`src/rtl/control_fsm_if.sv`:
```
// Control bus between the accumulator-processor control unit and its datapath.
// master: control unit (consumes opcode and accumulator flags, drives strobes).
// slave:  datapath (drives opcode and flags, consumes strobes).
//   IR[2:0]   opcode field (datapath IR[7:5])
//   Aeq0      accumulator == 0
//   Apos      accumulator > 0
//   IRload    load IR from memory
//   JMPmux    1 = PC source is IR[4:0], 0 = PC+1
//   PCload    load PC
//   Meminst   1 = memory address from PC, 0 = from IR[4:0]
//   MemWr     write A to memory
//   Asel[1:0] A input select: 00 adder/subtractor, 01 Input, 10 memory
//   Aload     load A
//   Sub       1 = subtract, 0 = add
interface control_fsm_if;
  logic [2:0] IR;
  logic       Aeq0;
  logic       Apos;
  logic       IRload;
  logic       JMPmux;
  logic       PCload;
  logic       Meminst;
  logic       MemWr;
  logic [1:0] Asel;
  logic       Aload;
  logic       Sub;

  modport master (
    input  IR, Aeq0, Apos,
    output IRload, JMPmux, PCload, Meminst, MemWr, Asel, Aload, Sub
  );

  modport slave (
    output IR, Aeq0, Apos,
    input  IRload, JMPmux, PCload, Meminst, MemWr, Asel, Aload, Sub
  );
endinterface

```
`src/rtl/control_fsm.sv`:
```
// Control unit for the 8-bit accumulator processor: one Moore state per cycle,
// producing every datapath strobe.
//   Clock        divided processor clock, rising edge
//   Reset        synchronous active-low; 0 forces START and clears the Enter synchronizer
//   Enter        asynchronous user switch (level), synchronized internally
//   bus          control bus (master side): opcode/flags in, strobes out
//   Halt         processor halted
//   outputState  current state code for the 7-segment display
module control_fsm #(
  parameter int unsigned SYNC_STAGES = 2
) (
  input  logic                Clock,
  input  logic                Reset,
  input  logic                Enter,
  control_fsm_if.master       bus,
  output logic                Halt,
  output logic [3:0]          outputState
);

  typedef enum logic [3:0] {
    StStart  = 4'd0,
    StFetch  = 4'd1,
    StDecode = 4'd2,
    StLoad   = 4'd3,
    StStore  = 4'd4,
    StAdd    = 4'd5,
    StSub    = 4'd6,
    StIn     = 4'd7,
    StInrel  = 4'd8,
    StJz     = 4'd9,
    StJpos   = 4'd10,
    StHalt   = 4'd11
  } state_e;

  state_e                 state_q, state_d;
  logic [SYNC_STAGES-1:0] sync_q;
  logic                   enter_s, enter_s_d;

  // Registered strobes, computed from the next state so they line up with state_q.
  logic       irload_q, irload_d;
  logic       jmpmux_q, jmpmux_d;
  logic       pcload_q, pcload_d;
  logic       meminst_q, meminst_d;
  logic       memwr_q, memwr_d;
  logic [1:0] asel_q, asel_d;
  logic       aload_q, aload_d;
  logic       sub_q, sub_d;
  logic       halt_q, halt_d;
  logic       jz_q, jz_d;
  logic       jpos_q, jpos_d;

  assign enter_s   = sync_q[SYNC_STAGES-1];
  // Value enter_s will hold after the coming edge.
  assign enter_s_d = sync_q[SYNC_STAGES-2];

  always_comb begin
    state_d = StStart;
    unique case (state_q)
      StStart:  state_d = StFetch;
      StFetch:  state_d = StDecode;
      StDecode: begin
        unique case (bus.IR)
          3'b000:  state_d = StLoad;
          3'b001:  state_d = StStore;
          3'b010:  state_d = StAdd;
          3'b011:  state_d = StSub;
          3'b100:  state_d = StIn;
          3'b101:  state_d = StJz;
          3'b110:  state_d = StJpos;
          default: state_d = StHalt;
        endcase
      end
      StIn:     state_d = enter_s ? StInrel : StIn;
      StInrel:  state_d = enter_s ? StInrel : StStart;
      StHalt:   state_d = StHalt;
      default:  state_d = StStart;
    endcase
  end

  always_comb begin
    irload_d  = 1'b0;
    jmpmux_d  = 1'b0;
    pcload_d  = 1'b0;
    meminst_d = 1'b0;
    memwr_d   = 1'b0;
    asel_d    = 2'b00;
    aload_d   = 1'b0;
    sub_d     = 1'b0;
    halt_d    = 1'b0;
    jz_d      = 1'b0;
    jpos_d    = 1'b0;
    unique case (state_d)
      StFetch: begin
        meminst_d = 1'b1;
        irload_d  = 1'b1;
        pcload_d  = 1'b1;
      end
      StLoad: begin
        asel_d  = 2'b10;
        aload_d = 1'b1;
      end
      StStore: memwr_d = 1'b1;
      StAdd:   aload_d = 1'b1;
      StSub: begin
        aload_d = 1'b1;
        sub_d   = 1'b1;
      end
      StIn: begin
        asel_d  = 2'b01;
        aload_d = enter_s_d;
      end
      StJz: begin
        jmpmux_d = 1'b1;
        jz_d     = 1'b1;
      end
      StJpos: begin
        jmpmux_d = 1'b1;
        jpos_d   = 1'b1;
      end
      StHalt:  halt_d = 1'b1;
      default: ;
    endcase
  end

  always_ff @(posedge Clock) begin
    if (!Reset) begin
      state_q   <= StStart;
      sync_q    <= '0;
      irload_q  <= 1'b0;
      jmpmux_q  <= 1'b0;
      pcload_q  <= 1'b0;
      meminst_q <= 1'b0;
      memwr_q   <= 1'b0;
      asel_q    <= 2'b00;
      aload_q   <= 1'b0;
      sub_q     <= 1'b0;
      halt_q    <= 1'b0;
      jz_q      <= 1'b0;
      jpos_q    <= 1'b0;
    end else begin
      state_q   <= state_d;
      sync_q    <= {sync_q[SYNC_STAGES-2:0], Enter};
      irload_q  <= irload_d;
      jmpmux_q  <= jmpmux_d;
      pcload_q  <= pcload_d;
      meminst_q <= meminst_d;
      memwr_q   <= memwr_d;
      asel_q    <= asel_d;
      aload_q   <= aload_d;
      sub_q     <= sub_d;
      halt_q    <= halt_d;
      jz_q      <= jz_d;
      jpos_q    <= jpos_d;
    end
  end

  assign bus.IRload  = irload_q;
  assign bus.JMPmux  = jmpmux_q;
  // Jump decision uses the live flags in the JZ/JPOS cycle.
  assign bus.PCload  = pcload_q | (jz_q & bus.Aeq0) | (jpos_q & bus.Apos);
  assign bus.Meminst = meminst_q;
  assign bus.MemWr   = memwr_q;
  assign bus.Asel    = asel_q;
  assign bus.Aload   = aload_q;
  assign bus.Sub     = sub_q;
  assign Halt        = halt_q;
  assign outputState = state_q;

endmodule

```
`src/flat_wrapper.sv`:
```
// flat-port wrapper written by rule: the top's interface ports become plain ports
module control_fsm_flat 
#(
  parameter int unsigned SYNC_STAGES = 2
)
  (Clock, Reset, Enter, Halt, outputState, bus_IR, bus_Aeq0, bus_Apos, bus_IRload, bus_JMPmux, bus_PCload, bus_Meminst, bus_MemWr, bus_Asel, bus_Aload, bus_Sub);
  control_fsm_if bus_i ();
  input  logic Clock;
  input  logic Reset;
  input  logic Enter;
  output logic Halt;
  output logic [3:0] outputState;
  input wire logic [$bits(bus_i.IR)-1:0] bus_IR;
  input wire logic [$bits(bus_i.Aeq0)-1:0] bus_Aeq0;
  input wire logic [$bits(bus_i.Apos)-1:0] bus_Apos;
  output wire logic [$bits(bus_i.IRload)-1:0] bus_IRload;
  output wire logic [$bits(bus_i.JMPmux)-1:0] bus_JMPmux;
  output wire logic [$bits(bus_i.PCload)-1:0] bus_PCload;
  output wire logic [$bits(bus_i.Meminst)-1:0] bus_Meminst;
  output wire logic [$bits(bus_i.MemWr)-1:0] bus_MemWr;
  output wire logic [$bits(bus_i.Asel)-1:0] bus_Asel;
  output wire logic [$bits(bus_i.Aload)-1:0] bus_Aload;
  output wire logic [$bits(bus_i.Sub)-1:0] bus_Sub;
  assign bus_i.IR = bus_IR;
  assign bus_i.Aeq0 = bus_Aeq0;
  assign bus_i.Apos = bus_Apos;
  assign bus_IRload = bus_i.IRload;
  assign bus_JMPmux = bus_i.JMPmux;
  assign bus_PCload = bus_i.PCload;
  assign bus_Meminst = bus_i.Meminst;
  assign bus_MemWr = bus_i.MemWr;
  assign bus_Asel = bus_i.Asel;
  assign bus_Aload = bus_i.Aload;
  assign bus_Sub = bus_i.Sub;
  control_fsm #(.SYNC_STAGES(SYNC_STAGES)) u_core (.Clock(Clock), .Reset(Reset), .Enter(Enter), .bus(bus_i), .Halt(Halt), .outputState(outputState));
endmodule
```
`config.mk`:
```
export PLATFORM = sky130hd
export DESIGN_NAME = control_fsm_flat
export DESIGN_NICKNAME = d
export VERILOG_FILES = /design/src/rtl/control_fsm_if.sv /design/src/rtl/control_fsm.sv /design/src/flat_wrapper.sv
export SDC_FILE = /design/constraint.sdc
export NUM_CORES = 1
export LEC_CHECK = 0
export ABC_AREA = 1
export CAP_MARGIN = 10
export CORE_ASPECT_RATIO = 0.8
export CORE_UTILIZATION = 35
export CTS_BUF_LIST = sky130_fd_sc_hd__clkbuf_4 sky130_fd_sc_hd__clkbuf_8
export DETAILED_ROUTE_END_ITERATION = 12
export RECOVER_POWER = 100
export SYNTH_ARGS = -nofsm -noshare
export SYNTH_HDL_FRONTEND = slang
export SYNTH_SLANG_ARGS = --single-unit
```
`constraint.sdc`:
```
create_clock -name Clock -period 1.5 [get_ports Clock]
set_input_delay 0.3 -clock Clock [delete_from_list [all_inputs] [get_ports Clock]]
set_output_delay 0.3 -clock Clock [all_outputs]
set_load 0.005 [all_outputs]
```
* Yosys cells after proc, flatten, opt, wreduce, memory -nomap -nowiden
Cells that the tools add are included.
** Word-level totals
- Register bits after elaboration :: 16
- Bits in latches :: 0
- Memory bits (writable) :: 0
- ROM bits :: 0
- Input bits :: 8
- Output and inout bits :: 14
- Logic and storage cells :: 52
- Memories kept :: 0
** Cells by class
- Add/sub/neg operators :: 0
- Multipliers :: 0
- Div/mod/pow operators :: 0
- $lt $le $gt $ge :: 0
- Equal/unequal tests :: 20
- Shifts and indexed selects :: 0
- Muxes and demuxes :: 13
- Bitwise logic cells :: 4
- Reduce and logical (&&, ||, !) cells :: 4
** Operators by type and width (count)
- $pmux 4 s7 :: 1
- $pmux 4 s6 :: 1
- $eq 4x3->1 const B :: 5
- $eq 4x4->1 const B :: 5
- $eq 3x3->1 const B :: 3
- $eq 4x1->1 const B :: 2
- $eq 4x2->1 const B :: 2
- $mux 4 :: 2
- $mux 1 :: 7
- $eq 3x2->1 const B :: 2
- $logic_not 4->1 :: 1
- $pmux 2 s2 :: 1
- $eq 3x1->1 const B :: 1
- $logic_not 3->1 :: 1
- $reduce_or 3->1 :: 1
- $and 1x1->1 :: 2
- $or 1x1->1 :: 2
- $pmux 1 s2 :: 1
- $reduce_or 2->1 :: 1

* Logic depth before layout (Yosys ltp)
Gate-level depths: netlist (run 1).
- Depth in word-level cells :: 6
- Depth in mapped cells :: 10
- Depth with buffers taken out :: 10

* Worst setup path before layout (run 1)
OpenSTA, ideal clock, no wires.
- Kind :: register to register
- Start point :: register u_core.state_q[2] (netlist: u_core.outputState[2])
- End point :: register u_core.aload_q (netlist: u_core.bus.Aload)
- Setup time :: 112 ps
- Data arrival time :: 1104 ps
- Data required time :: 1388 ps
- Setup slack :: 283 ps
- Stages on the path, launching flop included :: 10
- Path buffers :: 0
- Period minus slack after synthesis :: 1217 ps
- Path through :: dfxtp_1 -> inv_2 -> nand2_2 -> nor2_1 -> nor2_2 -> nand3_2 -> inv_2 -> nor2_4 -> nand2_1 -> nand2_1
** Between the ends
- Cells in the longest elaborated chain, start to end :: 5
- Elaborated cells on any way between the ends :: 13
- Classes of those cells :: eq/ne (9); mux (2); reduce/logical (2)
** Ends and longest elaborated chain
- from (decl) :: line control_fsm.sv:35 : state_e state_q, state_d;
- from (signal assigned) :: line control_fsm.sv:127 : state_q <= StStart;
- from (signal assigned) :: line control_fsm.sv:141 : state_q <= state_d;
- $eq 4x4->1 (tied with other cells) :: line control_fsm.sv:58 : unique case (state_q)
- $pmux 4 s6 * :: line control_fsm.sv:58
- $eq 4x2->1 / $eq 4x3->1 (equally long branches) :: line control_fsm.sv:92 : unique case (state_d)
- $reduce_or 3->1 (no line)
- $pmux 1 s2 * :: line control_fsm.sv:92
- to (signal assigned) :: line control_fsm.sv:149 : aload_q <= aload_d;
- to (decl) :: line control_fsm.sv:46 : logic aload_q, aload_d;
Every way passes the cells marked *; elsewhere a longest branch is shown, timed or not.
A chain may end at the register's enable or synchronous reset.

* Worst setup path in the final report (run 1)
- Start point :: input bus_IR[0]
- End point :: register u_core.aload_q (netlist: u_core.bus.Aload)
** Between the ends
- Cells in the longest elaborated chain, start to end :: 6
- Elaborated cells on any way between the ends :: 15
- Classes of those cells :: eq/ne (10); mux (3); reduce/logical (2)
** Ends and longest elaborated chain
- from (decl) :: line flat_wrapper.sv:13 : input wire logic [$bits(bus_i.IR)-1:0] bus_IR;
- $eq 3x3->1 (tied with other cells) :: line control_fsm.sv:62 : unique case (bus.IR)
- $pmux 4 s7 * :: line control_fsm.sv:62
- $pmux 4 s6 * :: line control_fsm.sv:58
- $eq 4x2->1 / $eq 4x3->1 (equally long branches) :: line control_fsm.sv:92
- $reduce_or 3->1 (no line)
- $pmux 1 s2 * :: line control_fsm.sv:92
Marks and branches as above.

==> results by group, run 1 <==
Run status
  • Status: finished, final reports clean

Place
  • PortBufs: 21
  • Placed Area: 1010 um^2
  • GPL Wtd Cong: 0.762
  • Post-DP HPWL: 1.17 mm

Power
  • Seq pwr share: 0.430
  • Cell Int Power: 0.775 mW
  • Max VDD drop: 0.767 mV
  • Overall power: 1.12 mW
  • PD cells: 1030 nW/um^2
  • Combinational cell fraction of total power: 0.323
  • Clock share of power: 0.247
  • Psw: 0.341 mW
  • Leakage power: 0.534 nW
  • Sw frac: 0.305

Worst setup path
  • Crit-path slowest cell: clkdlybuf4s50_1
  • CP dominant cell by count: nand2_1
  • Crit-path cells: clkdlybuf4s50_1, inv_2, or2_2, nand3_2, nand3_4, inv_4, nor2_4, nand2_1, nand2_1
  • Slowest stage delay, CP: 510 ps
  • CP delay by family, top: buffers and inverters
  • Depth of the most critical reg-to-reg path: 8
  • CP Buf/Inv Count: 3
  • FF-to-FF setup slack: 150 ps
  • Reg-to-reg startpoint: u_core.outputState[2]$_SDFF_PN0_
  • Critical Setup Path Class: input pin to flip-flop
  • CP Launch Type: input pin
  • Crit end category: flip-flop
  • Worst Path Arrival: 1640 ps
  • Crit path required time: 1690 ps
  • Largest fanout on the critical path: 5
  • Critical R2R Capture: u_core.bus.JMPmux$_SDFF_PN0_

STA
  • WHS: 431 ps
  • Worst Tran Pin Value: 276 ps
  • Crit path time final: 1450 ps
  • Final setup vio count: 0
  • Worst rel slew slack: 0.815
  • Final hold viol count: 0
  • Clock Skews: 8.16 ps
  • Fmax: 691 MHz
  • RSZ-0062 raised after global routing: false
  • Slew Limit Fails: 0
  • Period Utilization, post-route: 0.965

Logic synthesis
  • Commonest register cell after synthesis: dfxtp_1
  • EDFF count, synth: 0
  • Avg Cell Area, Syn: 7.19 um^2
  • Count leader, synth: nand2_1
  • Yosys warnings: 0
  • Post-synthesis sequential area ratio: 0.428
  • Post-synth cell types: 21
  • Cells after Synth: 104
  • Number of synthesized register bits: 16
  • Async SR Flop Fraction: 0
  • Synthesized cell area: 748 um^2
  • Share of the synthesized area in the top cell type: 0.428
  • Syn_nets: 112
  • Largest area contributor in the netlist: dfxtp_1
  • Post-synth top cells: 23 x nand2_1, 16 x dfxtp_1, 16 x inv_1
  • Largest cells by area after synthesis: dfxtp_1 43%, nand2_1 12%, inv_1 8.0%

Global routing
  • Largest net degree at the start of global routing: 10
  • Antenna violations before repair: 0
  • First-pass GRT wire length: 2.61 mm
  • Vias in the first global route: 648
  • Gr usage total: 0.156
  • Grt ovf: 0

Clock tree
  • Clock H-tree levels: 1
  • Num CTS Buffers: 3
  • Clock sink count: 16
  • CTS root buf: clkbuf_4
  • Hold_buf cts: 0
  • CTS tree: built
  • Clk buf depth: 2
  • Clk pin slew, worst setup/hold paths: 90 ps
  • Worst skew pair latency: 280 ps

Finish
  • Cell area after layout: 1080 um^2
  • Fillers: 190
  • Antenna cells: 0
  • Area grow syn2layout: 44.3%
  • Fin nets: 142
  • Share of cells above drive strength 1: 0.218
  • Register area: 324 um^2
  • Util after Layout: 0.555
  • Multi-input logic area: 350 um^2

Detailed routing
  • WL final: 1.42 mm
  • Vias after detailed routing: 713
  • DRC Markers: 0
  • Initial DRC Count: 14
  • WL per Instance: 9.03 um
  • Antenna viol nets, final: 0
  • DRT Pass-1 Iters: 4
  • Vias per cell: 4.54

Worst hold path
  • Hold EP: u_core.sync_q[1]$_SDFF_PN0_
  • Hold Startpoint: u_core.sync_q[0]$_SDFF_PN0_
  • HP Class: flip-flop to flip-flop
  • Hold path depth: 2

Flow run
  • Max_cap viols: 0

Floorplan
  • Die width: 53.7 um
  • Die height: 43.4 um
  • Starting Density: 0.385
  • Die area: 2330 um^2
  • I/O pin count: 22
  • Core area: 1940 um^2
  • Row cnt: 14
-- worst max path at each step --
stage | startpoint | endpoint | slack, ps | depth (start not counted)
after floorplan | u_core.outputState[2]$_SDFF_PN0_ | u_core.bus.Aload$_SDFF_PN0_ | 280 | 9
after CTS | u_core.outputState[2]$_SDFF_PN0_ | outputState[2] | 0.05 | 1
after detailed placement | bus_IR[0] | u_core.bus.Aload$_SDFF_PN0_ | -290 | 9
after global placement | bus_Aeq0 | bus_PCload | -240 | 3
after global routing | u_core.outputState[1]$_SDFF_PN0_ | u_core.bus.Aload$_SDFF_PN0_ | 4 | 8
final | bus_IR[0] | u_core.bus.Aload$_SDFF_PN0_ | 50 | 9
-- layer usage --
layer  part of all wire  up-vias  track usage  wire (um)
li1                   -      377            -          -
met1               0.50      316        0.198        703
met2               0.45       20        0.237        632
met3              0.058        0       0.0561         82
met4                  0        0       0.0632          0
met5                  0        -            0          0
-- cells in the final DEF (no fill, tap or decap) --
master,n
nand2_1,24
clkdlybuf4s50_1,16
inv_1,15
nor2_1,15
dfxtp_1,15
inv_2,4
nand3_1,4
nor2_2,4
clkbuf_4,4
dlymetal6s2s_1,3
buf_4,3
o21ai_1,2
nand2_2,2
nor2_4,2
nand4_1,2
nand3_2,2
nor3_1,2
a21oi_1,2
a221o_1,1
o211ai_1,1
or2_2,1
nand3_4,1
nand2b_2,1
inv_4,1
nand2_4,1
clkbuf_8,1
dlygate4sd3_1,1
clkbuf_1,1
buf_12,1
dfxtp_4,1
-- kinds of logic after synthesis --
kind of cell / after synthesis / synth area share
AOI/OAI and AO/OA: 6 / 0.0502
and+or+nand+nor: 61 / 0.411
buffers and inverters: 21 / 0.110
DFF: 16 / 0.428
-- layout make-up --
cell class / instances / area share
tap: 24 / 0.0278
sequential: 16 / 0.300
clock buffer: 4 / 0.0336
multi-input combinational: 67 / 0.324
inverter: 20 / 0.0718
timing repair buffer: 26 / 0.242
-- sequential cells by signal (all words and copies together) (netlist names) --
signal              count
u_core.bus.Asel         2
u_core.bus.Aload        1
u_core.bus.MemWr        1
u_core.jz_q             1
u_core.outputState      4
u_core.sync_q           2
u_core.bus.Sub          1
u_core.Halt             1
u_core.bus.JMPmux       1
u_core.jpos_q           1
u_core.bus.IRload       1
-- worst register-to-register path: cells and delay by family (launching register included) --
| kind | cells | cell delay [ps] |
|---|---|---|
| and+or+nand+nor | 5 | 590 |
| DFF | 1 | 360 |
| buffers and inverters | 2 | 180 |
| AOI/OAI and AO/OA | 1 | 150 |
-- through the flow --
step	TNS, ps	worst slack [ps]	std cells
2_1_floorplan	0	283	104
3_3_place_gp	-2270	-244	152
3_5_place_dp	-2740	-286	152
4_1_cts	0	0.0492	156
5_1_grt	0	3.70	157
6_report	0	52.6	157
-- power groups by stage --
stage,registers (mW),clock network [mW],logic (mW)
after CTS,0.486,0.288,0.347
after floorplan,0.493,0,0.207
after global routing,0.485,0.311,0.410
final,0.480,0.275,0.361
after global placement,0.493,0,0.350
after detailed placement,0.495,0,0.350
-- timing repair --
action,in CTS,in global routing
buffers inserted,0,1
resized for setup,7,10
cloned,0,0
setup endpoints to repair,4,10
(Power assumes the default switching activity.)
==> run 2, diff against run 1 <==
--- a/config.mk
+++ b/config.mk
@@ -7,10 +7,10 @@
 export LEC_CHECK = 0
 export ABC_AREA = 1
 export CAP_MARGIN = 10
-export CORE_ASPECT_RATIO = 0.8
-export CORE_UTILIZATION = 35
+export CORE_UTILIZATION = 47
 export CTS_BUF_LIST = sky130_fd_sc_hd__clkbuf_4 sky130_fd_sc_hd__clkbuf_8
 export DETAILED_ROUTE_END_ITERATION = 12
+export PLACE_DENSITY = 0.8
 export RECOVER_POWER = 100
 export SYNTH_ARGS = -nofsm -noshare
 export SYNTH_HDL_FRONTEND = slang
==> run 2 against run 1 <==
Effect of this change: clock skew decreased by 4.6 ps; die area decreased by 25%; sequential share of layout area increased by 1.1 points; flip-flop and latch count unchanged; setup slack got worse by 15 ps; critical path depth decreased by 8; largest power group unchanged; power increased by 1.1%; combinational power increased by 2%; clock-buffer cell count unchanged; non-clock buffer count increased by 1.
==> results by group, run 2 (synthesized netlist as in run 1, its figures left out) <==
Global routing
  • First-pass GRT wire length: 2.56 mm (was 2.61 mm)
  • Gr usage total: 0.192 (was 0.156)
  • Grt ovf: 0 (unchanged)
  • Vias in the first global route: 612 (was 648)
  • Largest net degree at the start of global routing: 10 (unchanged)
  • Antenna violations before repair: 0 (unchanged)

Floorplan
  • Die height: 41.9 um (was 43.4 um)
  • Die area: 1760 um^2 (was 2330 um^2)
  • Core area: 1490 um^2 (was 1940 um^2)
  • I/O pin count: 22 (unchanged)
  • Die width: 41.9 um (was 53.7 um)
  • Starting Density: 0.503 (was 0.385)
  • Row cnt: 14 (unchanged)

Worst setup path
  • Crit-path cells: clkdlybuf4s50_1 (was clkdlybuf4s50_1, inv_2, or2_2, nand3_2, nand3_4, inv_4, nor2_4, nand2_1, nand2_1)
  • CP Launch Point: u_core.outputState[2]$_SDFF_PN0_ (was bus_IR[0])
  • CP delay by family, top: buffers and inverters (unchanged)
  • Largest fanout on the critical path: 5 (unchanged)
  • Crit path required time: 1200 ps (was 1690 ps)
  • Worst Path Arrival: 1160 ps (was 1640 ps)
  • Slowest stage delay, CP: 500 ps (was 510 ps)
  • Crit end category: output pin (was flip-flop)
  • Reg-to-reg startpoint: u_core.outputState[1]$_SDFF_PN0_ (was u_core.outputState[2]$_SDFF_PN0_)
  • Crit-path slowest cell: clkdlybuf4s50_1 (unchanged)
  • CP Buf/Inv Count: 1 (was 3)
  • Critical Setup Path Class: flip-flop to output pin (was input pin to flip-flop)
  • CP Launch Type: flip-flop (was input pin)

Detailed routing
  • DRC Markers: 0 (unchanged)
  • Antenna viol nets, final: 0 (unchanged)
  • DRT Pass-1 Iters: 4 (unchanged)
  • WL final: 1.61 mm (was 1.42 mm)
  • WL per Instance: 10.7 um (was 9.03 um)
  • Vias after detailed routing: 753 (was 713)
  • Initial DRC Count: 17 (was 14)
  • Vias per cell: 5.02 (was 4.54)

Place
  • PortBufs: 21 (unchanged)
  • GPL Wtd Cong: 0.823 (was 0.762)
  • Pre-CTS WS: -252 ps (was -286 ps)
  • Post-DP HPWL: 1.19 mm (was 1.17 mm)

STA
  • Final setup vio count: 0 (unchanged)
  • Crit path time final: 1460 ps (was 1450 ps)
  • Setup TNS: 0 ps (unchanged)
  • Period Utilization, post-route: 0.975 (was 0.965)
  • Worst rel slew slack: 0.798 (was 0.815)
  • Final setup margin: 37.5 ps (was 52.6 ps)
  • Slew Limit Fails: 0 (unchanged)
  • Worst Tran Pin Value: 300 ps (was 276 ps)
  • Clock Skews: 3.51 ps (was 8.16 ps)
  • Final hold viol count: 0 (unchanged)
  • WHS: 445 ps (was 431 ps)
  • Fmax: 684 MHz (was 691 MHz)

Clock tree
  • CTS root buf: clkbuf_4 (unchanged)
  • Clock H-tree levels: 1 (unchanged)
  • Clock sink count: 16 (unchanged)
  • Clk buf depth: 2 (unchanged)
  • Worst skew pair latency: 280 ps (about the same)
  • Num CTS Buffers: 3 (unchanged)
  • Clk pin slew, worst setup/hold paths: 80 ps (was 90 ps)
  • CTS tree: built (unchanged)

Run status
  • Status: finished, final reports clean (unchanged)

Finish
  • Antenna cells: 0 (unchanged)
  • Most common cell after layout, fill and taps aside: nand2_1 (unchanged)
  • Most frequent cells in the layout: 23 x nand2_1, 16 x clkdlybuf4s50_1, 15 x inv_1 (was 24 x nand2_1, 16 x clkdlybuf4s50_1, 15 x inv_1, 15 x nor2_1, 15 x dfxtp_1)
  • Largest register FFs: 4 (unchanged)
  • Share of cells above drive strength 1: 0.276 (was 0.218)
  • Area grow syn2layout: 43.5% (was 44.3%)
  • Fillers: 107 (was 190)
  • Fin nets: 143 (was 142)

Power
  • Leakage power: 0.532 nW (was 0.534 nW)
  • Max VDD drop: 0.754 mV (was 0.767 mV)
  • PD cells: 1050 nW/um^2 (was 1030 nW/um^2)

Worst hold path
  • HP Class: flip-flop to flip-flop (unchanged)
  • Hold Startpoint: u_core.sync_q[0]$_SDFF_PN0_ (unchanged)

Flow run
  • Max_cap viols: 0 (unchanged)
==> run 2: changes by cell type in the layout (fill, tap and decap cells not counted), sizes merged <==
cell,delta
buf,+1
==> run 2: worst paths after layout <==
kind	end	slack [ps]	cells past startpoint
max	outputState[2]	40	1
min	u_core.sync_q[1]$_SDFF_PN0_	440	2
max reg2reg	u_core.bus.Aload$_SDFF_PN0_	90	10
min reg2reg	u_core.sync_q[1]$_SDFF_PN0_	440	2
==> run 2: layout make-up <==
type	instances	area, um^2	share of cell area
timing repair buffer	27	258	0.240
tap	16	20.0	0.0186
inverter	20	77.6	0.0723
sequential	16	334	0.311
multi-input combinational	67	348	0.324
clock buffer	4	36.3	0.0338
==> run 2: power by group <==
group	switching (mW)	internal, mW	leakage (nW)	total [mW]
registers	0.0257	0.462	0.133	0.487
clock network	0.124	0.148	0.0210	0.272
logic	0.197	0.172	0.378	0.369
total	0.347	0.781	0.532	1.13
==> run 2: worst reg2reg max path, cell delays in order, from the launching register on <==
cell	delay (ps)
dfxtp_4	370
clkbuf_4	140
nor2_1	180
nand2_1	100
nand2_1	90
nor2_2	50
nand2_2	120
nand2_4	70
nor2_4	100
nand2_1	80
nand2_1	60
==> run 2: routing by layer <==
| layer | track usage | part of all wire |
|---|---|---|
| met4 | 0.0516 | 0.012 |
| met2 | 0.309 | 0.51 |
| met1 | 0.229 | 0.42 |
| met5 | 0 | 0 |
| met3 | 0.0913 | 0.051 |
==> run 2: what timing repair did <==
action                                  4_1_cts  5_1_grt
gates resized for setup                       8       11
buffers inserted                              0        2
endpoints found under the setup margin        4       11
hold buffers                                  0        0
==> run 2: stage by stage <==
step	power, mW	utilization	cells	area [um^2]
after global placement	0.838	0.672	144	1000
after global routing	1.20	0.721	150	1070
final	1.13	0.721	150	1070
after detailed placement	0.847	0.672	144	1000
after CTS	1.12	0.699	148	1040
after floorplan	0.700	-	104	748
